[src/rtl/mem_access_stage.sv]
// MEM pipeline stage with a single-port word memory and a fixed number of wait
// states per load/store. It stalls upstream while an access is pending and sends
// a bubble to MEM/WB during the stall.
module mem_access_stage #(
    parameter int MEMORY_DEPTH = 32,
    parameter int WAIT_STATES  = 2
) (
    input  logic        clk,
    input  logic        reset,
    input  logic        valid_i,
    input  logic        flush_i,
    input  logic        reg_write_i,
    input  logic        mem_to_reg_i,
    input  logic        mem_read_i,
    input  logic        mem_write_i,
    input  logic [4:0]  write_reg_i,
    input  logic [31:0] alu_result_i,
    input  logic [31:0] read_data_2_i,
    input  logic [31:0] pc_plus_4_i,
    output logic        stall_o,
    output logic        valid_o,
    output logic        reg_write_o,
    output logic        mem_to_reg_o,
    output logic [4:0]  write_reg_o,
    output logic [31:0] read_data_o,
    output logic [31:0] alu_result_o,
    output logic [31:0] pc_plus_4_o
);
    localparam int         AW       = $clog2(MEMORY_DEPTH);
    localparam logic [3:0] CNT_INIT = (WAIT_STATES > 0) ? 4'(WAIT_STATES - 1) : 4'd0;

    typedef enum logic {ST_IDLE, ST_WAIT} state_t;

    typedef struct packed {
        logic        reg_write;
        logic        mem_to_reg;
        logic        mem_read;
        logic        mem_write;
        logic [4:0]  write_reg;
        logic [31:0] alu_result;
        logic [31:0] store_data;
        logic [31:0] pc_plus_4;
    } req_t;

    state_t      r_state, w_state_nxt;
    logic [3:0]  r_cnt, w_cnt_nxt;
    req_t        r_cap;
    req_t        w_in, w_sel;
    logic        w_req, w_stall, w_capture, w_commit, w_use_cap, w_mem_we;
    logic [AW-1:0] w_idx;
    logic [31:0] w_load_data;
    logic [31:0] r_mem [MEMORY_DEPTH];

    logic        r_valid, r_reg_write, r_mem_to_reg;
    logic [4:0]  r_write_reg;
    logic [31:0] r_read_data, r_alu_result, r_pc_plus_4;

    assign w_in = '{reg_write:  reg_write_i,
                    mem_to_reg: mem_to_reg_i,
                    mem_read:   mem_read_i,
                    mem_write:  mem_write_i,
                    write_reg:  write_reg_i,
                    alu_result: alu_result_i,
                    store_data: read_data_2_i,
                    pc_plus_4:  pc_plus_4_i};

    assign w_req = valid_i & (mem_read_i | mem_write_i) & ~flush_i;

    // Next-state, stall and completion decode for the IDLE/WAIT controller.
    // NOTE: every output of this block gets a default first so no path leaves a
    // signal unassigned, which would otherwise infer a latch.
    always_comb begin
        w_state_nxt = r_state;
        w_cnt_nxt   = r_cnt;
        w_stall     = 1'b0;
        w_capture   = 1'b0;
        w_commit    = 1'b0;
        w_use_cap   = 1'b0;
        case (r_state)
            ST_IDLE: begin
                if (w_req && (WAIT_STATES != 0)) begin
                    w_stall     = 1'b1;
                    w_capture   = 1'b1;
                    w_state_nxt = ST_WAIT;
                    w_cnt_nxt   = CNT_INIT;
                end else if (valid_i && !flush_i) begin
                    w_commit = 1'b1;
                end
            end
            ST_WAIT: begin
                if (flush_i) begin
                    w_state_nxt = ST_IDLE;
                    w_cnt_nxt   = 4'd0;
                end else if (r_cnt != 4'd0) begin
                    w_stall   = 1'b1;
                    w_cnt_nxt = r_cnt - 4'd1;
                end else begin
                    w_commit    = 1'b1;
                    w_use_cap   = 1'b1;
                    w_state_nxt = ST_IDLE;
                end
            end
            default: w_state_nxt = ST_IDLE;
        endcase
    end

    // A pending access completes from the captured request; everything else
    // completes straight from the EX/MEM inputs.
    assign w_sel       = w_use_cap ? r_cap : w_in;
    assign w_idx       = w_sel.alu_result[AW+1:2];
    assign w_mem_we    = w_commit & w_sel.mem_write & reset;
    assign w_load_data = (w_sel.mem_read & ~w_sel.mem_write) ? r_mem[w_idx] : 32'd0;
    assign stall_o     = w_stall & reset;

    // Controller state, wait counter and the request captured on entering WAIT.
    // NOTE: sequential state uses non-blocking assignments only so every flop
    // samples pre-edge values regardless of block ordering.
    always_ff @(posedge clk or negedge reset) begin
        if (!reset) begin
            r_state <= ST_IDLE;
            r_cnt   <= 4'd0;
            r_cap   <= '0;
        end else begin
            r_state <= w_state_nxt;
            r_cnt   <= w_cnt_nxt;
            if (w_capture) r_cap <= w_in;
        end
    end

    // MEM/WB register: a completed instruction or a bubble every cycle.
    always_ff @(posedge clk or negedge reset) begin
        if (!reset) begin
            r_valid      <= 1'b0;
            r_reg_write  <= 1'b0;
            r_mem_to_reg <= 1'b0;
            r_write_reg  <= 5'd0;
            r_read_data  <= 32'd0;
            r_alu_result <= 32'd0;
            r_pc_plus_4  <= 32'd0;
        end else if (w_commit) begin
            r_valid      <= 1'b1;
            r_reg_write  <= w_sel.reg_write;
            r_mem_to_reg <= w_sel.mem_to_reg;
            r_write_reg  <= w_sel.write_reg;
            r_read_data  <= w_load_data;
            r_alu_result <= w_sel.alu_result;
            r_pc_plus_4  <= w_sel.pc_plus_4;
        end else begin
            r_valid      <= 1'b0;
            r_reg_write  <= 1'b0;
            r_mem_to_reg <= 1'b0;
            r_write_reg  <= 5'd0;
            r_read_data  <= 32'd0;
            r_alu_result <= 32'd0;
            r_pc_plus_4  <= 32'd0;
        end
    end

    // Data memory write port, committed once at completion of a store.
    // NOTE: the array is deliberately outside the reset so contents survive a
    // reset and the memory can map onto plain RAM.
    always_ff @(posedge clk) begin
        if (w_mem_we) r_mem[w_idx] <= w_sel.store_data;
    end

    assign valid_o      = r_valid;
    assign reg_write_o  = r_reg_write;
    assign mem_to_reg_o = r_mem_to_reg;
    assign write_reg_o  = r_write_reg;
    assign read_data_o  = r_read_data;
    assign alu_result_o = r_alu_result;
    assign pc_plus_4_o  = r_pc_plus_4;
endmodule
[config.mk]
export PLATFORM = sky130hd
export DESIGN_NAME = mem_access_stage
export DESIGN_NICKNAME = d
export VERILOG_FILES = /design/src/rtl/mem_access_stage.sv
export SDC_FILE = /design/constraint.sdc
export NUM_CORES = 1
export LEC_CHECK = 0
export CAP_MARGIN = 10
export CELL_PAD_IN_SITES_DETAIL_PLACEMENT = 1
export CELL_PAD_IN_SITES_GLOBAL_PLACEMENT = 1
export CORE_ASPECT_RATIO = 0.9
export CORE_MARGIN = 2
export CORE_UTILIZATION = 50
export CTS_BUF_LIST = sky130_fd_sc_hd__clkbuf_4 sky130_fd_sc_hd__clkbuf_8
export CTS_CLUSTER_SIZE = 30
export DETAILED_ROUTE_END_ITERATION = 12
export PLACE_DENSITY_LB_ADDON = 0.1
export SLEW_MARGIN = 0
export SYNTH_ARGS = -nofsm -noshare
export SYNTH_HDL_FRONTEND = slang
export SYNTH_SLANG_ARGS = --single-unit
[constraint.sdc]
create_clock -name clk -period 4.95 [get_ports clk]
set_input_delay 0.99 -clock clk [delete_from_list [all_inputs] [get_ports clk]]
set_output_delay 0.99 -clock clk [all_outputs]
set_load 0.05 [all_outputs]
==> After elaboration in Yosys (flattened, before gate mapping) <==
Memories as Yosys holds them, arrays and structs flattened.
Cells that the tools add are included.
{ "word_totals": {"inputBits": 109, "memories": 1, "output_inout_bits": 105, "ff_bits": 214, "ram_bits": 1024} }
{ "mem_list": {"columns": ["memory", "depth", "word_bits", "rd", "rd_ports_with_merged_regs", "wr", "line", "text"], "rows": [
  ["r_mem", 32, 32, 1, 0, 1, "52", "logic [31:0] r_mem [MEMORY_DEPTH];"]
]} }
{ "op_classes": {"n_eq_ne": 2, "addsub": 1, "n_reduce_logical": 4, "bitwise": 10, "n_mux": 26} }
{ "ops": {"columns": ["operator", "count"], "rows": [
  ["$mux W32", 4],
  ["$mux W105", 1],
  ["$mux W1", 14],
  ["$mux W4", 3],
  ["$pmux W4 S2", 1],
  ["$and A1 B1 Y1", 6],
  ["$mux W5", 1],
  ["$pmux W1 S2", 2],
  ["$reduce_bool A4 Y1", 1],
  ["$sub A4 B1 Y4 const B", 1],
  ["$ne A3 B2 Y1 const B", 1],
  ["$not A1 Y1", 3],
  ["$ne A2 B2 Y1 const B", 1],
  ["$reduce_and A2 Y1", 1],
  ["$logic_and A1 B1 Y1", 1],
  ["$logic_not A1 Y1", 1],
  ["$or A1 B1 Y1", 1]
]} }

==> Depth between registers and ports, before layout <==
{ "depth": {"word_depth": 9, "depth_mapped": 12, "depth_no_buf": 9} }

==> Worst setup path before layout <==
OpenSTA, ideal clock, no wires.
{ "synth_path": {"path_kind": "input port to flip-flop", "from": "in flush_i", "to": "mem r_mem[26][0] (enable)", "path_buffers": 3, "setup_slack_ns": 0.719, "t_arrival_ns": 3.810, "setup_time_ns": 0.421, "t_required_ns": 4.529, "path_stages": 8, "path_cell_list": "and3b_1 and2_1 buf_2 buf_2 nor2_1 clkbuf_1 nand4_1 nor2_1"} }
{ "synth_via": {"elab_chain_len": 9} }
{ "synth_lines": {"columns": ["item", "line", "text"], "rows": [
  ["from (decl)", "11", "input logic flush_i,"],
  ["$logic_not A1 Y1", "86", "end else if (valid_i && !flush_i) begin"],
  ["$logic_and A1 B1 Y1", "86", null],
  ["$mux W1", "86", null],
  ["$mux W1", "81", "if (w_req && (WAIT_STATES != 0)) begin"],
  ["$pmux W1 S2", "79", "case (r_state)"],
  ["$and A1 B1 Y1 (2 in series)", "111", "assign w_mem_we = w_commit & w_sel.mem_write & reset;"],
  ["$mux W1", "163", "if (w_mem_we) r_mem[w_idx] <= w_sel.store_data;"],
  ["$mux W1 (not written as such)", "163", null],
  ["to (decl)", "52", null]
]} }
Parallel ways exist; a longest one is shown, timed or not.

==> Worst setup path after layout <==
{ "layout_path": {"from": "reg r_cnt[0]", "to": "reg r_read_data[20] (netlist: read_data_o[20])"} }
{ "layout_via": {"elab_chain_len": 9} }
{ "layout_lines": {"columns": ["item", "line", "text"], "rows": [
  ["from (decl)", "46", "logic [3:0] r_cnt, w_cnt_nxt;"],
  ["from (signal assigned)", "125", "r_cnt <= w_cnt_nxt;"],
  ["$reduce_bool A4 Y1 (*)", "94", "end else if (r_cnt != 4'd0) begin"],
  ["$mux W1 (*)", "94", null],
  ["$mux W1 (*)", "91", "if (flush_i) begin"],
  ["parallel branches: the longest is 5 deep, another holds $mem_v2 Z32 W32", null, null],
  ["$mux W32 (*)", "140", "end else if (w_commit) begin"],
  ["to (signal assigned)", "145", "r_read_data <= w_load_data;"],
  ["to (decl)", "56", "logic [31:0] r_read_data, r_alu_result, r_pc_plus_4;"]
]} }
Mark *: on every way between the ends.
A chain may end at the register's enable or synchronous reset.

==> results by group <==
Status
  – Status: finished clean

Logic synthesis
  – Syn avg cell area: 14.3 µm²
  – Synth async-reset ratio: 0.173
  – Top_reg_cell synth: edfxtp_1
  – Library cells used by synthesis: 72
  – Post-Synthesis Cells: 3551
  – Seq cells post-synth: 1238
  – Yosys warns: 0
  – Register area share after synthesis: 0.712
  – Syn nets: 3662
  – Synthesized cell area: 50700 µm²
  – EDFF count, synth: 1024

Detailed routing
  – Vias: 35316
  – Highest routed layer: met4
  – Final wirelength: 175000 µm
  – Routed Antenna Nets: 0
  – Vias per inst: 6.55
  – 1st-iter DRT viols: 4259
  – TritonRoute pass-1 iters: 5
  – DR WL/cell: 32.5 µm
  – DR DRC count: 0
  – Met3 Wirelength: 18000 µm
  – Met2 routed WL: 79100 µm
  – M1 wire length: 70800 µm

Cells and area
  – Register area: 36100 µm²
  – Post-route cell area: 59700 µm²
  – Layout fillers: 9375
  – Share of cells above drive strength 1: 0.194
  – Commonest non-fill, non-tap cells in the layout: 1024 x edfxtp_1, 375 x nand2_1, 297 x nand3_1, 213 x dfrtp_1, 213 x clkbuf_8
  – Commonest non-fill, non-tap cell in the layout: edfxtp_1
  – Multi-input logic area: 13800 µm²
  – Finished Layout Cells: 5388
  – Area delta synth->final: 17.7%
  – Fin nets: 3992

Power
  – Design Power: 24.4 mW
  – PD cells: 408 nW/µm²
  – Peak VDD IR: 0.000220 V
  – Leak: 20.6 nW

Timing
  – Worst Tran Pin Value: 1.27 ns
  – Final hold violations: 0
  – Min cycle time layout: 4.26 ns
  – Final worst path period share: 0.861
  – Clock skew: 0.0515 ns
  – TNS Setup: 0 ns
  – Final setup vio count: 0
  – Fmax: 235 MHz
  – Max_slew headroom: 0.133
  – Fin. max-slew vios: 0
  – RSZ-0062 raised after global routing: no

Worst hold path
  – Worst Hold Class: input pin to asynchronous set/reset pin

Clock tree
  – # clock sinks: 1238
  – Clock transition at path regs: 0.06 ns
  – H-tree depth: 4
  – CTS max path bufs: 3
  – Worst-Skew Late Latency: 0.91 ns
  – Clock root cell: clkbuf_8
  – Inserted Clock Buffers: 195
  – CTS tree: done
  – CTS resizes: 0

Floorplan
  – Die extent in y: 306 µm
  – Num rows: 110
  – Chip Width: 340 µm
  – Die footprint: 104000 µm²
  – Initial Utilization: 0.505
  – Io pins: 214
  – CORE AREA: 100000 µm²

Job
  – Max-cap viol count: 0

GRT
  – Vias in the first global route: 36587
  – Global-route usage over all layers: 0.336
  – First-pass GRT wire length: 254000 µm
  – Largest net degree at the start of global routing: 174
  – Grt ovf: 0
  – Initial antenna violation count: 5

Critical path
  – Critical Path RT: 5.67 ns
  – Crit-path max FO: 30
  – CP startpoint kind: register
  – Setup crit end kind: register
  – Crit path DAT: 4.98 ns
  – Classification of the worst setup path: register to register
  – Worst Reg-to-Reg Cells: 10

Placement
  – RePlAce Congestion: 0.872
  – IO buf count: 213
  – Cells after DPL: 5027
  – DP Area: 55700 µm²
  – Post-DP HPWL: 104000 µm
[cell families (layout without fill, tap and decap cells)]
family / Yosys count / after routing / share of synthesized area
AO/OA/AOI/OAI: 694 / 694 / 0.0939
multiplexers: 278 / 278 / 0.0697
XOR/XNOR: 2 / 2 / 0.000345
AND/OR/NAND/NOR: 1047 / 1047 / 0.0994
buffers and inverters: 290 / 780 / 0.0242
other: 0 / 3 / 0
adder cells (fa/ha/maj): 2 / 2 / 0.000493
flip-flops: 1238 / 1238 / 0.712
[timing repair]
action	CTS	global route
hold endpoints to repair	5	0
buffers inserted	0	0
hold buffers	1	0
[routing by layer]
| layer | up-vias | track usage |
|---|---|---|
| li1 | 14413 | - |
| met1 | 18364 | 0.471 |
| met2 | 2103 | 0.509 |
| met3 | 436 | 0.0756 |
| met4 | 0 | 0.141 |
| met5 | - | 0 |
[critical path, stage by stage (launching register included)]
cell and delay, ns:
dfrtp_1 0.37, inv_1 0.08, ha_1 0.21, or3b_4 0.51, buf_4 0.59, o21ai_1 0.38
nand2_4 0.21, buf_4 0.41, mux4_2 0.36, a311oi_1 0.69, nor3_1 0.22
[metrics by stage]
stage,utilization,hold slack (ns),setup WS [ns]
after floorplan,-,0.472,0.719
after global placement,0.555,0.488,0.599
after detailed placement,0.555,0.495,0.482
after CTS,0.595,0.436,0.815
after global routing,0.595,0.478,0.723
final,0.595,0.496,0.688
[path summary, 6_finish.rpt]
| check | startpoint | to | slack, ns |
|---|---|---|---|
| min in group clk | r_cap[94] | alu_result_o[30] | 0.50 |
| worst min register to register | r_cap[94] | alu_result_o[30] | 0.50 |
| worst max-delay path | r_cnt[0] | read_data_o[20] | 0.69 |
| max in group asynchronous | reset | read_data_o[13] | 3.23 |
| worst max register to register | r_cnt[0] | read_data_o[20] | 0.69 |
| worst min-delay path | reset | r_cap[66] | 0.50 |
[cells in the mapped netlist, types with 64 or more instances]
master | instances | area [µm²]
dfrtp_1 | 214 | 5360
mux2_2 | 150 | 1690
a211oi_1 | 84 | 631
clkbuf_1 | 192 | 721
mux2i_1 | 82 | 821
o21ai_0 | 202 | 1010
nand2b_1 | 126 | 788
a22oi_1 | 64 | 480
edfxtp_1 | 1024 | 30700
nand3_1 | 297 | 1490
nor2_1 | 115 | 432
nand2_1 | 376 | 1410
a21oi_1 | 82 | 410
[power breakdown]
| part | internal [mW] | leakage (nW) | switching [mW] |
|---|---|---|---|
| combinational | 1.05 | 6.57 | 2.28 |
| sequential | 11.8 | 11.9 | 0.277 |
| clock | 4.78 | 2.14 | 4.18 |
| total | 17.6 | 20.6 | 6.74 |
[sequential cells by signal, indices dropped and copies added (netlist names)]
name          count
write_reg_o       5
r_cnt             4
r_mem          1024
valid_o           1
r_cap           105
mem_to_reg_o      1
read_data_o      32
r_state           1
alu_result_o     32
reg_write_o       1
pc_plus_4_o      32
[cell type report]
cell class,count,area share
flip-flops and latches,1238,0.605
diodes,3,0.000126
clock buffers,289,0.0587
well taps,1344,0.0282
clock inverters,68,0.00855
inverters,13,0.000817
repair buffers,410,0.0683
multi-input cells,2023,0.231
Note: power is estimated with default switching activity, not from simulation.
